--- src/rtl/arp_ctrl.sv ---
// arp_ctrl: ARP receive capture, 4-entry IP->MAC cache, lookup and transmit control.
// Ports:
//   arp_rx_clk, rstn              clock, synchronous active-low reset
//   arp_rx_done/op, pc_mac/pc_ip  received ARP packet (pulse + sender fields)
//   lookup_req/ip                 cache lookup strobe and IP
//   lookup_valid/hit/mac          lookup result, one cycle after lookup_req
//   arp_tx_req/ack/done           transmit handshake
//   arp_tx_type/dst_mac/dst_ip    frame descriptor (1=request, 0=reply)
//   tx_timeout                    one-cycle pulse when a transmit is abandoned
//   drop_cnt                      saturating count of rx events lost to a busy slot
module arp_ctrl #(
    parameter logic [15:0] TX_TIMEOUT = 16'd50000
) (
    input  logic        arp_rx_clk,
    input  logic        rstn,
    input  logic        arp_rx_done,
    input  logic        arp_rx_op,
    input  logic [47:0] pc_mac,
    input  logic [31:0] pc_ip,
    input  logic        lookup_req,
    input  logic [31:0] lookup_ip,
    output logic        lookup_valid,
    output logic        lookup_hit,
    output logic [47:0] lookup_mac,
    output logic        arp_tx_req,
    input  logic        arp_tx_ack,
    input  logic        arp_tx_done,
    output logic        arp_tx_type,
    output logic [47:0] arp_tx_dst_mac,
    output logic [31:0] arp_tx_dst_ip,
    output logic        tx_timeout,
    output logic [7:0]  drop_cnt
);
    typedef enum logic [1:0] {IDLE, UPDATE, TX_REQ, TX_WAIT} state_t;
    state_t state_q, state_d;
    logic rx_pend_q, rx_pend_d, rx_op_q, rx_op_d, wk_op_q, wk_op_d;
    logic [47:0] rx_mac_q, rx_mac_d, wk_mac_q, wk_mac_d;
    logic [31:0] rx_ip_q, rx_ip_d, wk_ip_q, wk_ip_d;
    logic [7:0] drop_q, drop_d;
    logic [3:0] vld_q, vld_d;
    logic [3:0][31:0] cip_q, cip_d;
    logic [3:0][47:0] cmac_q, cmac_d;
    logic [1:0] ptr_q, ptr_d;
    logic lk_valid_q, lk_valid_d, lk_hit_q, lk_hit_d;
    logic [47:0] lk_mac_q, lk_mac_d;
    logic [31:0] lk_ip_q, lk_ip_d;
    logic miss_pend_q, miss_pend_d;
    logic [31:0] miss_ip_q, miss_ip_d;
    logic tx_type_q, tx_type_d, to_q, to_d;
    logic [47:0] tx_mac_q, tx_mac_d;
    logic [31:0] tx_ip_q, tx_ip_d;
    logic [15:0] to_cnt_q, to_cnt_d;
    logic rx_take, upd_hit, upd_free;
    logic [1:0] upd_idx, free_idx, wr_idx;

    always_comb begin
        state_d     = state_q;
        rx_pend_d   = rx_pend_q;
        rx_op_d     = rx_op_q;
        rx_mac_d    = rx_mac_q;
        rx_ip_d     = rx_ip_q;
        wk_op_d     = wk_op_q;
        wk_mac_d    = wk_mac_q;
        wk_ip_d     = wk_ip_q;
        drop_d      = drop_q;
        vld_d       = vld_q;
        cip_d       = cip_q;
        cmac_d      = cmac_q;
        ptr_d       = ptr_q;
        miss_pend_d = miss_pend_q;
        miss_ip_d   = miss_ip_q;
        tx_type_d   = tx_type_q;
        tx_mac_d    = tx_mac_q;
        tx_ip_d     = tx_ip_q;
        to_cnt_d    = to_cnt_q;
        to_d        = 1'b0;
        lk_valid_d  = lookup_req;
        lk_hit_d    = 1'b0;
        lk_mac_d    = '0;
        lk_ip_d     = lookup_req ? lookup_ip : lk_ip_q;
        upd_hit     = 1'b0;
        upd_idx     = 2'd0;
        upd_free    = 1'b0;
        free_idx    = 2'd0;
        // Descending scans so the lowest matching/free index wins.
        for (int i = 3; i >= 0; i--) begin
            if (lookup_req && vld_q[i] && cip_q[i] == lookup_ip) begin
                lk_hit_d = 1'b1;
                lk_mac_d = cmac_q[i];
            end
            if (vld_q[i] && cip_q[i] == wk_ip_q) begin
                upd_hit = 1'b1;
                upd_idx = 2'(i);
            end
            if (!vld_q[i]) begin
                upd_free = 1'b1;
                free_idx = 2'(i);
            end
        end
        wr_idx  = upd_hit ? upd_idx : upd_free ? free_idx : ptr_q;
        // The slot is copied into the work registers as it is taken, so a
        // packet captured on that same cycle cannot corrupt the update.
        rx_take = state_q == IDLE && rx_pend_q;
        if (rx_take)
            rx_pend_d = 1'b0;
        if (arp_rx_done) begin
            if (rx_pend_q && !rx_take)
                drop_d = drop_q == 8'hFF ? drop_q : drop_q + 8'd1;
            else begin
                rx_pend_d = 1'b1;
                rx_op_d   = arp_rx_op;
                rx_mac_d  = pc_mac;
                rx_ip_d   = pc_ip;
            end
        end
        if (state_q == IDLE && !rx_pend_q && miss_pend_q)
            miss_pend_d = 1'b0;
        if (lk_valid_q && !lk_hit_q) begin
            miss_pend_d = 1'b1;
            miss_ip_d   = lk_ip_q;
        end
        case (state_q)
            IDLE: begin
                if (rx_pend_q) begin
                    state_d  = UPDATE;
                    wk_op_d  = rx_op_q;
                    wk_mac_d = rx_mac_q;
                    wk_ip_d  = rx_ip_q;
                end else if (miss_pend_q) begin
                    state_d   = TX_REQ;
                    tx_type_d = 1'b1;
                    tx_mac_d  = '1;
                    tx_ip_d   = miss_ip_q;
                end
            end
            UPDATE: begin
                vld_d[wr_idx]  = 1'b1;
                cip_d[wr_idx]  = wk_ip_q;
                cmac_d[wr_idx] = wk_mac_q;
                if (!upd_hit && !upd_free)
                    ptr_d = ptr_q + 2'd1;
                if (wk_op_q) begin
                    state_d   = TX_REQ;
                    tx_type_d = 1'b0;
                    tx_mac_d  = wk_mac_q;
                    tx_ip_d   = wk_ip_q;
                end else
                    state_d = IDLE;
            end
            TX_REQ: begin
                if (arp_tx_ack) begin
                    state_d  = TX_WAIT;
                    to_cnt_d = '0;
                end
            end
            TX_WAIT: begin
                if (arp_tx_done)
                    state_d = IDLE;
                else if (to_cnt_q == TX_TIMEOUT - 16'd1) begin
                    state_d = IDLE;
                    to_d    = 1'b1;
                end else
                    to_cnt_d = to_cnt_q + 16'd1;
            end
        endcase
    end

    always_ff @(posedge arp_rx_clk) begin
        if (!rstn) begin
            state_q     <= IDLE;
            rx_pend_q   <= 1'b0;
            rx_op_q     <= 1'b0;
            rx_mac_q    <= '0;
            rx_ip_q     <= '0;
            wk_op_q     <= 1'b0;
            wk_mac_q    <= '0;
            wk_ip_q     <= '0;
            drop_q      <= '0;
            vld_q       <= '0;
            cip_q       <= '0;
            cmac_q      <= '0;
            ptr_q       <= '0;
            lk_valid_q  <= 1'b0;
            lk_hit_q    <= 1'b0;
            lk_mac_q    <= '0;
            lk_ip_q     <= '0;
            miss_pend_q <= 1'b0;
            miss_ip_q   <= '0;
            tx_type_q   <= 1'b0;
            tx_mac_q    <= '0;
            tx_ip_q     <= '0;
            to_cnt_q    <= '0;
            to_q        <= 1'b0;
        end else begin
            state_q     <= state_d;
            rx_pend_q   <= rx_pend_d;
            rx_op_q     <= rx_op_d;
            rx_mac_q    <= rx_mac_d;
            rx_ip_q     <= rx_ip_d;
            wk_op_q     <= wk_op_d;
            wk_mac_q    <= wk_mac_d;
            wk_ip_q     <= wk_ip_d;
            drop_q      <= drop_d;
            vld_q       <= vld_d;
            cip_q       <= cip_d;
            cmac_q      <= cmac_d;
            ptr_q       <= ptr_d;
            lk_valid_q  <= lk_valid_d;
            lk_hit_q    <= lk_hit_d;
            lk_mac_q    <= lk_mac_d;
            lk_ip_q     <= lk_ip_d;
            miss_pend_q <= miss_pend_d;
            miss_ip_q   <= miss_ip_d;
            tx_type_q   <= tx_type_d;
            tx_mac_q    <= tx_mac_d;
            tx_ip_q     <= tx_ip_d;
            to_cnt_q    <= to_cnt_d;
            to_q        <= to_d;
        end
    end

    assign lookup_valid   = lk_valid_q;
    assign lookup_hit     = lk_hit_q;
    assign lookup_mac     = lk_mac_q;
    assign arp_tx_req     = state_q == TX_REQ;
    assign arp_tx_type    = tx_type_q;
    assign arp_tx_dst_mac = tx_mac_q;
    assign arp_tx_dst_ip  = tx_ip_q;
    assign tx_timeout     = to_q;
    assign drop_cnt       = drop_q;
endmodule

--- config.mk ---
export PLATFORM = sky130hd
export DESIGN_NAME = arp_ctrl
export DESIGN_NICKNAME = d
export VERILOG_FILES = /design/src/rtl/arp_ctrl.sv
export SDC_FILE = /design/constraint.sdc
export NUM_CORES = 2
export LEC_CHECK = 0
export CAP_MARGIN = 0
export CELL_PAD_IN_SITES_DETAIL_PLACEMENT = 1
export CELL_PAD_IN_SITES_GLOBAL_PLACEMENT = 1
export CORE_UTILIZATION = 41
export CTS_CLUSTER_SIZE = 10
export DETAILED_ROUTE_END_ITERATION = 16
export PLACE_DENSITY_LB_ADDON = 0.1
export SLEW_MARGIN = 0
export SYNTH_ARGS = -nofsm -noshare
export SYNTH_HDL_FRONTEND = slang
export SYNTH_SLANG_ARGS = --single-unit
--- constraint.sdc ---
create_clock -name arp_rx_clk -period 3.6 [get_ports arp_rx_clk]
set_input_delay 0.36 -clock arp_rx_clk [delete_from_list [all_inputs] [get_ports arp_rx_clk]]
set_output_delay 0.36 -clock arp_rx_clk [all_outputs]
set_load 0.01 [all_outputs]
## Word level (Yosys, flattened, before mapping)

Cells that the tools add are included.
Widths: inputs -> output; s select.

| cells by class | value |
|---|---|
| add/subtract/negate cells | 3 |
| magnitude comparators | 2 |
| eq/ne operators | 21 |
| mux-type cells | 63 |
| bitwise gates (word level) | 5 |
| reductions and logical operators | 36 |

Operator list:

| operator | number |
|---|---|
| $mux 48 | 8 |
| $eq 32x32->1 | 8 |
| $bwmux 192 | 1 |
| $bwmux 128 | 1 |
| $mux 32 | 4 |
| $demux 48 s2 | 1 |
| $pmux 48 s2 | 1 |
| $demux 32 s2 | 1 |
| $pmux 32 s2 | 1 |
| $mux 16 | 3 |
| $mux 2 | 16 |
| $pmux 16 s2 | 1 |
| $mux 1 | 22 |
| $logic_and 1x1->1 | 19 |
| $add 16x1->16 const B | 1 |
| $eq 16x16->1 const B | 1 |
| $ne 2x2->1 const B | 5 |
| $add 8x1->8 const B | 1 |
| $eq 8x8->1 const B | 1 |
| $pmux 2 s4 | 1 |
| $reduce_and 4->1 | 2 |
| $ne 3x3->1 const B | 2 |
| $reduce_and 2->1 | 3 |
| $reduce_and 3->1 | 2 |
| other kinds (14) | 24 |

| storage, ports and cells | value |
|---|---|
| register bits after elaboration | 712 |
| input bits | 119 |
| output and inout bits | 141 |
| logic and storage cells | 160 |

## Longest topological paths before layout

| logic depth | value |
|---|---|
| depth in word-level cells | 12 |
| mapped depth | 12 |

## Worst setup path after synthesis

No wires, ideal clock.

| timing | value |
|---|---|
| path kind | input-to-reg |
| start point | input lookup_ip[4] |
| end point | register lk_mac_q[38] (netlist: lookup_mac[38]) |
| data arrival time | 2532 ps |
| data required time | 3530 ps |
| path slack | 998 ps |
| stages | 11 |
| buffers on the path | 3 |
| cell sequence | clkbuf_1 xnor2_1 nand4_1 or4_1 nor3_1 buf_2 buf_2 nand3_1 a21o_1 a21o_1 a21boi_1 |

| on the way | value |
|---|---|
| longest elaborated chain between the ends | 6 |

Ends and longest elaborated chain:

| element | line | source |
|---|---|---|
| start: declaration | 21 | `input logic [31:0] lookup_ip,` |
| $eq 32x32->1 | 87 | `if (lookup_req && vld_q[i] && cip_q[i] == lookup_ip) begin` |
| $logic_and 1x1->1 | 87 |  |
| $mux 48 (3 in series) | 87 |  |
| $mux 48 * | 87 |  |
| end signal: assignment | 210 | `lk_mac_q <= lk_mac_d;` |
| end: declaration | 45 | `logic [47:0] lk_mac_q, lk_mac_d;` |

Mark *: on every way between the ends. The rest lies on a longest branch, timed or not.
A chain may end at the register's enable or synchronous reset.

## Worst setup path after layout

| timing | value |
|---|---|
| start point | register wk_ip_q[15] |
| end point | register cmac_q[139] in the netlist's numbering |

| on the way | value |
|---|---|
| longest elaborated chain between the ends | 12 |

Ends and longest elaborated chain:

| element | line | source |
|---|---|---|
| start: declaration | 38 | `logic [31:0] rx_ip_q, rx_ip_d, wk_ip_q, wk_ip_d;` |
| start signal: assignment | 202 | `wk_ip_q <= wk_ip_d;` |
| $eq 32x32->1 | 91 | `if (vld_q[i] && cip_q[i] == wk_ip_q) begin` |
| $logic_and 1x1->1 | 91 |  |
| $mux 2 / $mux 1 (equally long branches) (4 in series) | 91 |  |
| $mux 2 * | 100 | `wr_idx = upd_hit ? upd_idx : upd_free ? free_idx : ptr_q;` |
| $lt 2x3->1 (not written as such) / $ge 2x1->1 (equally long branches) | 139 | `cmac_d[wr_idx] = wk_mac_q;` |
| $logic_and 1x1->1 (not written as such) | 139 |  |
| $mux 48 (not written as such) | 139 |  |
| $demux 48 s2 * | 139 |  |
| $bwmux 192 * | 139 |  |
| end signal: assignment | 206 | `cmac_q <= cmac_d;` |
| end: declaration | 42 | `logic [3:0][47:0] cmac_q, cmac_d;` |

Marks and branches as above.

==> results.md <==
- CTS tree: yes
- Post-synth top area cell: dfxtp_1
- Layout cell share with drive strength beyond 1: ~8.6%
- TritonCTS Buffers: 85
- Syn_nets: between 3000 and 4000
- Drt first pass iters: 11
- Slew @ Worst Pin: ~0.82 ns
- CORE AREA: 73300 um2
- Final Skew: ~0.033 ns
- DP Wirelength: 78300 um
- Fin area: between 30000 and 40000 um2
- Initial antenna violation count: 1
- EDFF count, synth: 0
- Post-CTS setup buffers: 0
- WP data required: between 4 and 5 ns
- Placed standard-cell area: 34800 um2
- Worst setup SP type: flip-flop
- Antenna fix cells: 0
- Gates resized, CTS repair: 0
- Worst skew pair latency: 0.64 ns
- RR Endpoint: cmac_q[139]
- Worst Hold End: rx_mac_q[33]
- Hold WS: roughly 0.28 ns
- Largest net degree at the start of global routing: 105
- Register area: 14300 um2
- Synth async-reset ratio: 0%
- Clk buf depth: 3
- Syn_area_per_cell: 9.08 um2
- Crit path max fanout: 20
- Total GRT Usage: 28.7%
- 1st-iter DRT viols: 1613
- # hold bufs at CTS: 0
- Max cap viols: 0
- Root Buffer: clkbuf_16
- Hold_sp: pc_mac[33]
- Crit path time final: 3.25 ns
- Clock power share: 44.6%
- Final period utilization: 90.2%
- Power per cell area: 477 nW/um2
- Critical path capture point type: flip-flop
- Sw Share: 25.1%
- Max_slew headroom: 45.3%
- # DRC: 3
- Psw: 4.45 mW
- RSZ-0062 raised after global routing: false
- Finish-stage setup viols: 0
- P_leak: 14.6 nW
- Path depth of the worst reg2reg path: 10
- Antenna Nets Post-Route: 0
- FF-to-FF setup slack: 0.35 ns
- Avg Vias per Cell: 5.38
- Final Hold Viols: 0
- Cells after Synth: 3364
- DR WL/cell: roughly 24 um
- Initial core utilization: between 40% and 50%
- Netlist Area Pre-Place: slightly above 30000 um2
- Share of the synthesized area in the top cell type: 46.6%
- Failing checks: DRC
- Synth warn: 0
- Clk sinks: between 700 and 800
- Setup TNS: 0 ns
- Chip height: between 200 and 300 um
- Core Util, Final: 50.8%
- Yosys cell types: 44
- Die area: about 76000 um2
- Multi-input logic area: 15200 um2
- HP Class: in2reg
- Register bit total from synthesis: about 700
- Seq/Total Area, Yosys: 46.6%
- Power Internal: 13.3 mW
- NumNets Final: roughly 3700
- Fillers: 8247
- Via count: 24500
- H-tree depth: 3
- Die span in x: around 270 um
- First-pass GRT wire length: 163000 um
- Cell Rows: 99
- I/O Pins: 260
- Most used DFF post-synth: dfxtp_1
- Hold Path Stages: 3
- Fmax: slightly above 300 MHz
- Top cells by area, synth: dfxtp_1 47%, mux2i_1 13%, nand2_1 12%
- Vias in the first global route: roughly 25000
- Total gr overflow: 0
- Worst Path Arrival: 3.79 ns
- Combinational share of power: 8.8%
- IO buf count: 259
- Routed wire length: 109000 um
- Flop pwr share: 46.6%
- Commonest cells post-synth: 988 x nand2_1, 712 x dfxtp_1, 387 x mux2i_1, 240 x clkbuf_1, 207 x a21boi_0
- Count leader, synth: nand2_1
- Worst IR Drop VDD: 0.335 mV
- Status: complete, but fails checks
- R2r startpoint: wk_ip_q[15]
- Area Growth Syn to Fin: 21.8%
- Critical path type: reg2reg
- Max Slew Vio Count: 0
- Final Wtd Congestion: around 0.93
- CTS clk-pin slew, worst paths: 0.06 ns
worst max path at each step:
stage / to / start / slack (ns)
6_report: cmac_q[139] / wk_ip_q[15] / 0.35
5_1_grt: cmac_q[33] / wk_ip_q[1] / 0.20
4_1_cts: cip_q[92] / wk_ip_q[10] / 0.37
3_5_place_dp: lookup_mac[23] / lookup_ip[27] / 0.03
3_3_place_gp: lookup_mac[30] / lookup_ip[29] / 0.02
2_1_floorplan: lookup_mac[38] / lookup_ip[4] / 1.0
power groups by stage:
| stage | registers [mW] | clock network, mW | logic, mW |
|---|---|---|---|
| floorplan | 8.36 | 0 | 0.834 |
| global route | 8.27 | 8.41 | 1.67 |
| global placement | 8.42 | 0 | 1.56 |
| detailed placement | 8.42 | 0 | 1.57 |
| finish | 8.26 | 7.92 | 1.57 |
| CTS | 8.26 | 8.07 | 1.58 |
layout by cell type, fill, tap and decap left out, types with 3 or more instances in the layout:
master | synthesis | routed
o211a_1 | 34 | 34
nor3_1 | 11 | 9
or3_1 | 4 | 3
or4_1 | 3 | 3
and2_1 | 9 | 7
nand2_2 | 0 | 3
mux2i_1 | 387 | 387
nor4_1 | 34 | 34
xnor2_1 | 128 | 128
clkbuf_16 | 0 | 86
a21o_1 | 96 | 96
a21boi_1 | 39 | 39
and3_1 | 5 | 5
o221a_2 | 49 | 49
clkbuf_8 | 0 | 9
nor2b_1 | 42 | 38
clkdlybuf4s50_1 | 0 | 257
nor2_1 | 28 | 27
nand2_1 | 988 | 983
clkbuf_1 | 240 | 22
dfxtp_1 | 712 | 712
a21oi_1 | 5 | 5
nand3_1 | 65 | 65
o21a_1 | 3 | 3
xor2_1 | 146 | 146
buf_4 | 1 | 94
a21boi_0 | 207 | 207
nor2b_4 | 0 | 3
inv_1 | 7 | 7
buf_12 | 0 | 40
nand2b_1 | 5 | 5
nand4_1 | 41 | 41
o21ai_0 | 6 | 6
per-layer routing:
layer / vias up / wire length, um / track usage, %
met3: 116 / 4620 / 3.93
met5: - / 0 / 0
met1: 12300 / 53600 / 41.6
met4: 0 / 1900 / 5.90
met2: 457 / 49200 / 45.0
li1: 11500 / - / -
cell families after synthesis:
logic type	Yosys count	synth area share, %
XOR/XNOR	274	7.85
buffers and inverters	298	3.92
AO/OA/AOI/OAI	448	11.8
multiplexers	387	12.7
adder cells (fa/ha/maj)	2	0.0819
AND/OR/NAND/NOR	1243	17.0
flip-flops	712	46.6
final cells by class:
type	count	share of cell area, %
Inverter	7	0.0706
Tap cell	959	3.22
Sequential cell	712	38.3
Multi-Input combinational cell	2354	40.8
Timing Repair Buffer	393	11.0
Clock inverter	7	0.289
Clock buffer	117	6.34
sequential cells by signal, summed over array words and instances, names as in the netlist, 2 cells and up:
signal and flops:
state_q 2, rx_ip_q 32, vld_q 4, cmac_q 192, cip_q 128, drop_cnt 8
arp_tx_dst_mac 48, miss_ip_q 32, lookup_mac 48, lk_ip_q 32, arp_tx_dst_ip 32, ptr_q 2
wk_ip_q 32, to_cnt_q 16, wk_mac_q 48, rx_mac_q 48
worst max-delay path, stage by stage, from the launching register on:
cell     delay (ns)
dfxtp_1        0.73
xor2_1         0.15
nor4_1         0.32
buf_4          0.19
nand4_1        0.09
or3_1          0.44
and3_1         0.33
nor2b_4        0.23
buf_12         0.18
buf_12         0.21
mux2i_1        0.22
per-stage QoR:
stage / cells / total power, mW / worst slack [ns]
final: 4549 / 17.7 / 0.353
after global routing: 4549 / 18.4 / 0.205
after CTS: 4549 / 17.9 / 0.375
after detailed placement: 4425 / 10.0 / 0.0315
after global placement: 4425 / 9.97 / 0.0204
after floorplan: 3364 / 9.20 / 0.998
Power figures use the tool's default switching activity.
